<file path="config.mk">
export PLATFORM = sky130hd
export DESIGN_NAME = cmul_arb
export DESIGN_NICKNAME = d
export VERILOG_FILES = /design/src/rtl/cmul_arb.sv
export SDC_FILE = /design/constraint.sdc
export NUM_CORES = 1
export LEC_CHECK = 0
export BUFFER_PORTS_ARGS = -buffer_cell sky130_fd_sc_hd__buf_4
export CAP_MARGIN = 40
export CORE_MARGIN = 5
export CORE_UTILIZATION = 42
export DETAILED_ROUTE_END_ITERATION = 8
export PLACE_DENSITY = 0.87
export SLEW_MARGIN = 20
export SYNTH_ARGS = -nofsm -noshare
export SYNTH_HDL_FRONTEND = slang
export SYNTH_SLANG_ARGS = --single-unit
</file>
<file path="constraint.sdc">
create_clock -name clk -period 3.34 [get_ports clk]
set_input_delay 0.668 -clock clk [delete_from_list [all_inputs] [get_ports clk]]
set_output_delay 0.668 -clock clk [all_outputs]
set_load 0.01 [all_outputs]
</file>
<file path="src/rtl/cmul_arb.sv">
// Round-robin arbiter/sequencer sharing one sequential 8-bit complex multiplier among NREQ requesters.
// Define CMUL_ARB_FIXED_PRIO_EN for fixed priority (lowest valid index always wins).
module cmul_arb #(
    parameter int NREQ = 4,
    parameter int IDW  = 2,
    parameter int LAT  = 5
) (
    input  logic              clk,
    input  logic              rst,
    input  logic [NREQ-1:0]   req_vld,
    output logic [NREQ-1:0]   req_rdy,
    input  logic [8*NREQ-1:0] req_a_r,
    input  logic [8*NREQ-1:0] req_a_i,
    input  logic [8*NREQ-1:0] req_b_r,
    input  logic [8*NREQ-1:0] req_b_i,
    output logic              mul_en,
    output logic [7:0]        mul_a_r,
    output logic [7:0]        mul_a_i,
    output logic [7:0]        mul_b_r,
    output logic [7:0]        mul_b_i,
    input  logic [16:0]       mul_o_r,
    input  logic [16:0]       mul_o_i,
    output logic              rsp_vld,
    input  logic              rsp_rdy,
    output logic [IDW-1:0]    rsp_id,
    output logic [16:0]       rsp_r,
    output logic [16:0]       rsp_i
);

    localparam int CW = (LAT > 1) ? $clog2(LAT) : 1;

    typedef enum logic [1:0] {S_IDLE, S_ISSUE, S_WAIT, S_RESP} state_t;

    state_t          state;
    logic [CW-1:0]   cnt;
`ifndef CMUL_ARB_FIXED_PRIO_EN
    logic [IDW-1:0]  rr_ptr;
`endif

    logic [NREQ-1:0] grant;
    logic [IDW-1:0]  win_id;
    logic            found;
    logic [7:0]      sel_a_r, sel_a_i, sel_b_r, sel_b_i;
    int unsigned     start;

    // Two passes: indices at/above the pointer first, then wrap around to the rest.
    always_comb begin
        grant   = '0;
        win_id  = '0;
        found   = 1'b0;
        sel_a_r = '0;
        sel_a_i = '0;
        sel_b_r = '0;
        sel_b_i = '0;
`ifdef CMUL_ARB_FIXED_PRIO_EN
        start   = '0;
`else
        start   = 32'(rr_ptr);
`endif
        for (int unsigned pass = 0; pass < 2; pass++) begin
            for (int unsigned k = 0; k < NREQ; k++) begin
                if (!found && req_vld[k] && (pass == 1 || k >= start)) begin
                    found    = 1'b1;
                    grant[k] = 1'b1;
                    win_id   = IDW'(k);
                    sel_a_r  = req_a_r[8*k +: 8];
                    sel_a_i  = req_a_i[8*k +: 8];
                    sel_b_r  = req_b_r[8*k +: 8];
                    sel_b_i  = req_b_i[8*k +: 8];
                end
            end
        end
    end

    assign req_rdy = (state == S_IDLE && !rst) ? grant : '0;

    always_ff @(posedge clk or posedge rst) begin
        if (rst) begin
            state   <= S_IDLE;
            cnt     <= '0;
`ifndef CMUL_ARB_FIXED_PRIO_EN
            rr_ptr  <= '0;
`endif
            mul_en  <= 1'b0;
            mul_a_r <= '0;
            mul_a_i <= '0;
            mul_b_r <= '0;
            mul_b_i <= '0;
            rsp_vld <= 1'b0;
            rsp_id  <= '0;
            rsp_r   <= '0;
            rsp_i   <= '0;
        end else begin
            case (state)
                S_IDLE: begin
                    if (found) begin
                        mul_a_r <= sel_a_r;
                        mul_a_i <= sel_a_i;
                        mul_b_r <= sel_b_r;
                        mul_b_i <= sel_b_i;
                        rsp_id  <= win_id;
`ifndef CMUL_ARB_FIXED_PRIO_EN
                        rr_ptr  <= (32'(win_id) == NREQ - 1) ? '0 : win_id + 1'b1;
`endif
                        mul_en  <= 1'b1;
                        state   <= S_ISSUE;
                    end
                end
                S_ISSUE: begin
                    mul_en <= 1'b0;
                    cnt    <= CW'(LAT - 1);
                    state  <= S_WAIT;
                end
                S_WAIT: begin
                    if (cnt == '0) begin
                        rsp_r   <= mul_o_r;
                        rsp_i   <= mul_o_i;
                        rsp_vld <= 1'b1;
                        state   <= S_RESP;
                    end else begin
                        cnt <= cnt - 1'b1;
                    end
                end
                S_RESP: begin
                    if (rsp_rdy) begin
                        rsp_vld <= 1'b0;
                        state   <= S_IDLE;
                    end
                end
                default: state <= S_IDLE;
            endcase
        end
    end

endmodule

</file>
==> metrics.yaml, run 1 <==
run_status:
  status: "finished, final reports clean"
final_layout:
  layout_common_cells: "buf_4 (254), dfrtp_1 (77), a21oi_1 (62)"
  design_area_sq_um: 6960
  antenna_cells: 0
  num-fill-cells: 888
  multi_input_area_sq_um: 2570
  drive_gt1_share_pct: 47.4
  final_common_cell: "buf_4"
  register_area_sq_um: 1930
  final_core_util_pct: 63.7
  syn2layout_area_growth_pct: 47.0
  nNetsFinal: 873
floorplanning:
  core_area_sq_um: 10900
  rows: 38
  start_util_pct: 43.3
  die_width_um: 116
  die_area_sq_um: 13500
  ioPinCount: 243
  die_h_um: 116
power:
  p_sw_share_pct: 39.1
  finalPower_w: 0.00592
  power.switching_w: 0.00231
  intPower_w: 0.00360
  clockPowerShare_pct: 17.6
  p_comb_share_pct: 52.4
  power_density_nw_per_um2: 850
  leakage_nw: 3.27
  vdd_drop_max_uv: 499
  seqPwrFrac_pct: 30.0
drt:
  routed-via-count: 4951
  wl_met2_um: 8450
  post_drt_wl_per_cell_um: 20.2
  firstDrtPassIters: 5
  ant_nets: 0
  routed_via_density: 5.88
  drtIter0Drc: 403
  route.met3.wl_um: 1810
  drc_errors: 0
  met1_length_um: 6330
  drt-total-wl_um: 17000
  routed.top_layer: "met4"
sta:
  worst_slew_pin_slew_ps: 740
  maxSlewViolCount: 0
  rsz0062_at_grt: "no"
  setup_viol: 0
  post-route-period-util_pct: 91.1
  hold_viol_final: 0
  clock_skew_ps: 7.29
  fmaxAchievable_mhz: 329
  slew_headroom_pct: 50.7
  period_minus_slack_ps: 3040
  final.setup.tns_ps: 0
  hold_ws_ps: 479
critical_path:
  path_buf_inv: 1
  cp_slowest_stage_delay_ps: 820
  arrival_ps: 2380
  path_delay_family: "flip-flops"
  cp_slowest_cell: "dfrtp_1"
  cp-end-kind: "primary output"
  critical_path_required_ps: 2670
  cp_max_fo: 23
  worstSetupPathType: "flip-flop to primary output"
  crit_chain: "nor3b_2 > nand4_1 > a21bo_1 > nor2b_1 > buf_4"
  crit_path_start_kind: "flip-flop"
synthesis:
  async_flop_share_pct: 100
  synth_ff_type: "dfrtp_1"
  synthesis.area_sq_um: 4740
  yosysWarnings: 0
  syn_inst: 475
  post_synth.cell_area_avg_sq_um: 9.97
  synth_seq_cells: 77
  yosysUniqueCellTypes: 41
  synth_edf_count: 0
  syn-num-nets: 651
  synth.yosys.seq_area_share_pct: 40.7
worst_hold_path:
  hold_class: "input pin to asynchronous set/reset pin"
grt:
  grt_use_total_pct: 24.4
  grt_first_pass_wirelength_um: 26000
  grt.overflow.total: 0
  antenna_found_initial: 0
  grt_max_degree: 47
  grt_pass1_vias: 5176
clocking:
  clk_latency_ps: 330
  path_clk_slew_ps: 60
  ctsResizeCount: 0
  cts-root-buf: "clkbuf_16"
  cts_buffer_depth: 2
  cts_tree: "built"
  htree_levels: 3
  cts-hold-fix-buffers: 0
  post_cts_buffers: 0
  cts_made_buffers: 9
  numClockSinks: 77
placed_design:
  port_buffers: 242
  dp_hpwl_um: 13100
  place_area_sq_um: 6650
  gp_congestion: 0.922
run:
  maxCapViolCount: 0
synth_stat cells (all sizes together), types with 7 or more instances:
| master | count | area [sq um] |
|---|---|---|
| o2bb2ai | 25 | 219 |
| o22ai | 7 | 43.8 |
| inv | 10 | 37.5 |
| and3b | 32 | 280 |
| clkbuf | 27 | 101 |
| and3 | 7 | 43.8 |
| or3 | 7 | 43.8 |
| o221ai | 8 | 70.1 |
| dfrtp | 77 | 1930 |
| a21oi | 63 | 319 |
| nor2 | 37 | 141 |
| buf | 17 | 115 |
| a31oi | 32 | 200 |
| ha | 7 | 87.6 |
| o21ai | 17 | 85.1 |
| mux2 | 35 | 394 |
| a221oi | 32 | 393 |
| nand2 | 12 | 45.0 |
tightest hold or removal path, stage by stage:
cell,delay (ps)
buf_4,120
clkinvlp_4,60
buf_4,390
cell families (layout without fill, tap and decap cells):
group / count (synthesis) / after routing / synth area share, %
fa+ha+maj: 7 / 7 / 1.85
simple gates: 109 / 109 / 13.9
mux: 36 / 36 / 8.53
compound gates: 192 / 192 / 29.6
buf+inv: 54 / 281 / 5.36
flops: 77 / 77 / 40.7
registers in the layout, indices dropped and copies added, names as in the netlist:
register	cells
cnt	3
state	2
rsp_r	17
rsp_vld	1
mul_en	1
rsp_id	2
mul_b_i	8
mul_b_r	8
mul_a_r	8
mul_a_i	8
rsp_i	17
rr_ptr	2
power by group through the flow:
stage / clock, W / combinational (W) / sequential (W)
after floorplan: 0 / 0.00167 / 0.00188
after global placement: 0 / 0.00299 / 0.00174
after detailed placement: 0 / 0.00310 / 0.00178
after CTS: 0.00106 / 0.00311 / 0.00177
after global routing: 0.00110 / 0.00337 / 0.00184
final: 0.00104 / 0.00310 / 0.00178
stage by stage:
step	cells	setup WS (ps)
2_1_floorplan	475	460
3_3_place_gp	825	690
3_5_place_dp	826	635
4_1_cts	842	323
5_1_grt	842	137
6_report	842	296
worst paths after layout:
| check | from | to | slack [ps] | depth (start not counted) |
|---|---|---|---|---|
| setup / recovery | rr_ptr[1] | req_rdy[2] | 300 | 5 |
| hold / removal | rst | mul_b_i[0] | 480 | 3 |
| setup reg to reg | rr_ptr[1] | mul_a_i[5] | 830 | 6 |
| hold reg to reg | rsp_r[3] | rsp_r[3] | 510 | 1 |
| max in group asynchronous | rst | mul_en | 2290 | 4 |
| min in group clk | rsp_r[3] | rsp_r[3] | 510 | 1 |
routing by layer:
layer  vias to the layer above  global-route usage [%]
met3                        41                    7.41
met4                         0                    8.66
met1                      2340                    28.6
li1                       2273                       -
met5                         -                       0
met2                       297                    42.5
layout make-up:
| cell class | instances | share of cell area [%] |
|---|---|---|
| clock inverter | 6 | 1.24 |
| timing repair buffer | 255 | 27.8 |
| tap | 140 | 2.52 |
| multi-input combinational | 344 | 36.9 |
| clock buffer | 10 | 3.29 |
| sequential | 77 | 27.7 |
| inverter | 10 | 0.593 |
No activity file was read; power rests on OpenSTA's default activity.
==> run 2, diff against run 1 <==
CORE_UTILIZATION = 30   (was 42)
PLACE_DENSITY = 0.58   (was 0.87)
clock period = 3.6 ns   (was 3.34 ns; I/O delays follow)
==> metrics.yaml, run 2 (synthesized netlist as in run 1, its figures left out) <==
grt:
  grt_pass1_vias: 5389  # was 5,176
  grt_first_pass_wirelength_um: 27100  # was 26,000 um
  antenna_found_initial: 0  # unchanged
  grt_use_total_pct: 18.6  # was 24.4%
  grt.overflow.total: 0  # unchanged
  grt_max_degree: 57  # was 47
drt:
  drt-total-wl_um: 17400  # was 17,000 um
  firstDrtPassIters: 7  # was 5
  routed_via_density: 5.36  # was 5.88
  routed-via-count: 4916  # was 4,951
  ant_nets: 0  # unchanged
  drc_errors: 0  # unchanged
  post_drt_wl_per_cell_um: 19.0  # was 20.2 um
  drtIter0Drc: 211  # was 403
sta:
  worst_slew_pin_slew_ps: 691  # was 740 ps
  maxSlewViolCount: 0  # unchanged
  hold_viol_final: 0  # unchanged
  final.setup.tns_ps: 0  # unchanged
  clock_skew_ps: 9.55  # was 7.29 ps
  period_minus_slack_ps: 2950
  setup_viol: 0  # unchanged
  slew_headroom_pct: 54.0  # was 50.7%
  post-route-period-util_pct: 81.9
  rsz0062_at_grt: "no"  # unchanged
  fin_ws_ps: 651  # was 296 ps
  fmaxAchievable_mhz: 339
final_layout:
  layout.cells.non_filler: 918  # was 842
  syn2layout_area_growth_pct: 49.9  # was 47.0%
  drive_gt1_share_pct: 47.4  # unchanged
  antenna_cells: 0  # unchanged
  nNetsFinal: 873  # unchanged
  register_area_sq_um: 1930  # unchanged
  final_common_cell: "buf_4"  # unchanged
  layout_common_cells: "buf_4 (252), dfrtp_1 (77), a21oi_1 (62)"  # was buf_4 (254), dfrtp_1 (77), a21oi_1 (62)
  num-fill-cells: 1501  # was 888
  reg_top3: "rsp_i: 17 flops, rsp_r: 17 flops"  # unchanged
  multi_input_area_sq_um: 2570  # about the same
  design_area_sq_um: 7100  # was 6960 sq um
worst_hold_path:
  hold_class: "input pin to asynchronous set/reset pin"  # unchanged
placed_design:
  dp_hpwl_um: 12900  # was 13,100 um
  dp.cells: 901  # was 826
  gp_congestion: 0.866  # was 0.922
  place_area_sq_um: 6760  # was 6650 sq um
  port_buffers: 242  # unchanged
  post-place-ws_ps: 621  # was 635 ps
clocking:
  ctsResizeCount: 0  # unchanged
  cts_made_buffers: 9  # unchanged
  post_cts_buffers: 0  # unchanged
  cts_buffer_depth: 2  # unchanged
  clk_latency_ps: 340  # was 330 ps
  cts-root-buf: "clkbuf_16"  # unchanged
  path_clk_slew_ps: 60  # about the same
  numClockSinks: 77  # unchanged
  htree_levels: 3  # unchanged
  cts-hold-fix-buffers: 0  # unchanged
  cts_tree: "built"  # unchanged
critical_path:
  cp-end-kind: "primary output"  # unchanged
  cp-startpoint: "rr_ptr[0]"  # was rr_ptr[1]
  worstSetupPathType: "flip-flop to primary output"  # unchanged
  crit_path_start_kind: "flip-flop"  # unchanged
  timing.rr.start: "rr_ptr[0]"  # was rr_ptr[1]
  cp_max_fo: 24  # was 23
  critical_path_required_ps: 2880  # was 2670 ps
  arrival_ps: 2230  # was 2380 ps
run_status:
  status: "finished, final reports clean"  # unchanged
floorplanning:
  die_h_um: 136  # was 116 um
  die_area_sq_um: 18400  # was 13,500 sq um
  rows: 46  # was 38
  start_util_pct: 30.1  # was 43.3%
  core_area_sq_um: 15700  # was 10,900 sq um
  ioPinCount: 243  # unchanged
  die_width_um: 136  # was 116 um
run:
  maxCapViolCount: 0  # unchanged
power:
  power_density_nw_per_um2: 778  # was 850 nW/um^2
  vdd_drop_max_uv: 391  # was 499 uV
  leakage_nw: 3.28  # was 3.27 nW
## run 2: cell types whose count changed in the layout (fill, tap and decap cells not counted)
| cell | delta |
|---|---|
| bufinv_16 | -1 |
| clkinv_4 | +1 |
| nor2b_2 | -1 |
| clkbuf_8 | +2 |
| nor2b_4 | +1 |
| buf_16 | +2 |
| clkinv_2 | -2 |
| buf_4 | -2 |
## run 2: stage by stage
stage	power, W	hold WS [ps]	util [%]
2_1_floorplan	0.00329	450	-
3_3_place_gp	0.00444	470	42.7
3_5_place_dp	0.00456	484	43.0
4_1_cts	0.00556	487	45.0
5_1_grt	0.00595	513	45.2
6_report	0.00552	484	45.2
## run 2: layer usage
metal,vias up,GRT usage [%],part of all wire (%)
met4,0,9.29,3.6
met3,56,8.02,12
met1,2311,21.1,38
met5,-,0,0
met2,280,29.8,46
li1,2269,-,-
## run 2: final timing paths
path / slack (ps) / cells after the start / endpoint
hold reg to reg: 490 / 2 / cnt[1]
setup / recovery: 650 / 4 / req_rdy[2]
hold / removal: 480 / 3 / mul_b_i[3]
min in group clk: 490 / 2 / cnt[1]
setup reg to reg: 1020 / 6 / mul_a_r[4]
max in group asynchronous: 2530 / 4 / rsp_i[11]
## run 2: critical path, cell delays in order (launching register included)
cell and delay [ps]:
dfrtp_1 780, nand4_1 460, a21bo_1 320, nor2b_1 160, buf_4 160
## run 2: where the power goes
| group | switching, W | internal, W | total [W] |
|---|---|---|---|
| sequential | 0.000311 | 0.00132 | 0.00163 |
| combinational | 0.00147 | 0.00146 | 0.00293 |
| clock | 0.000382 | 0.000579 | 0.000962 |
| total | 0.00217 | 0.00336 | 0.00552 |
## run 2: area by class of cell
| cell class | instances | area share, % |
|---|---|---|
| well taps | 216 | 3.81 |
| clock inverters | 4 | 0.775 |
| repair buffers | 255 | 27.8 |
| clock buffers | 12 | 3.61 |
| multi-input cells | 344 | 36.3 |
| inverters | 10 | 0.582 |
| flip-flops and latches | 77 | 27.1 |
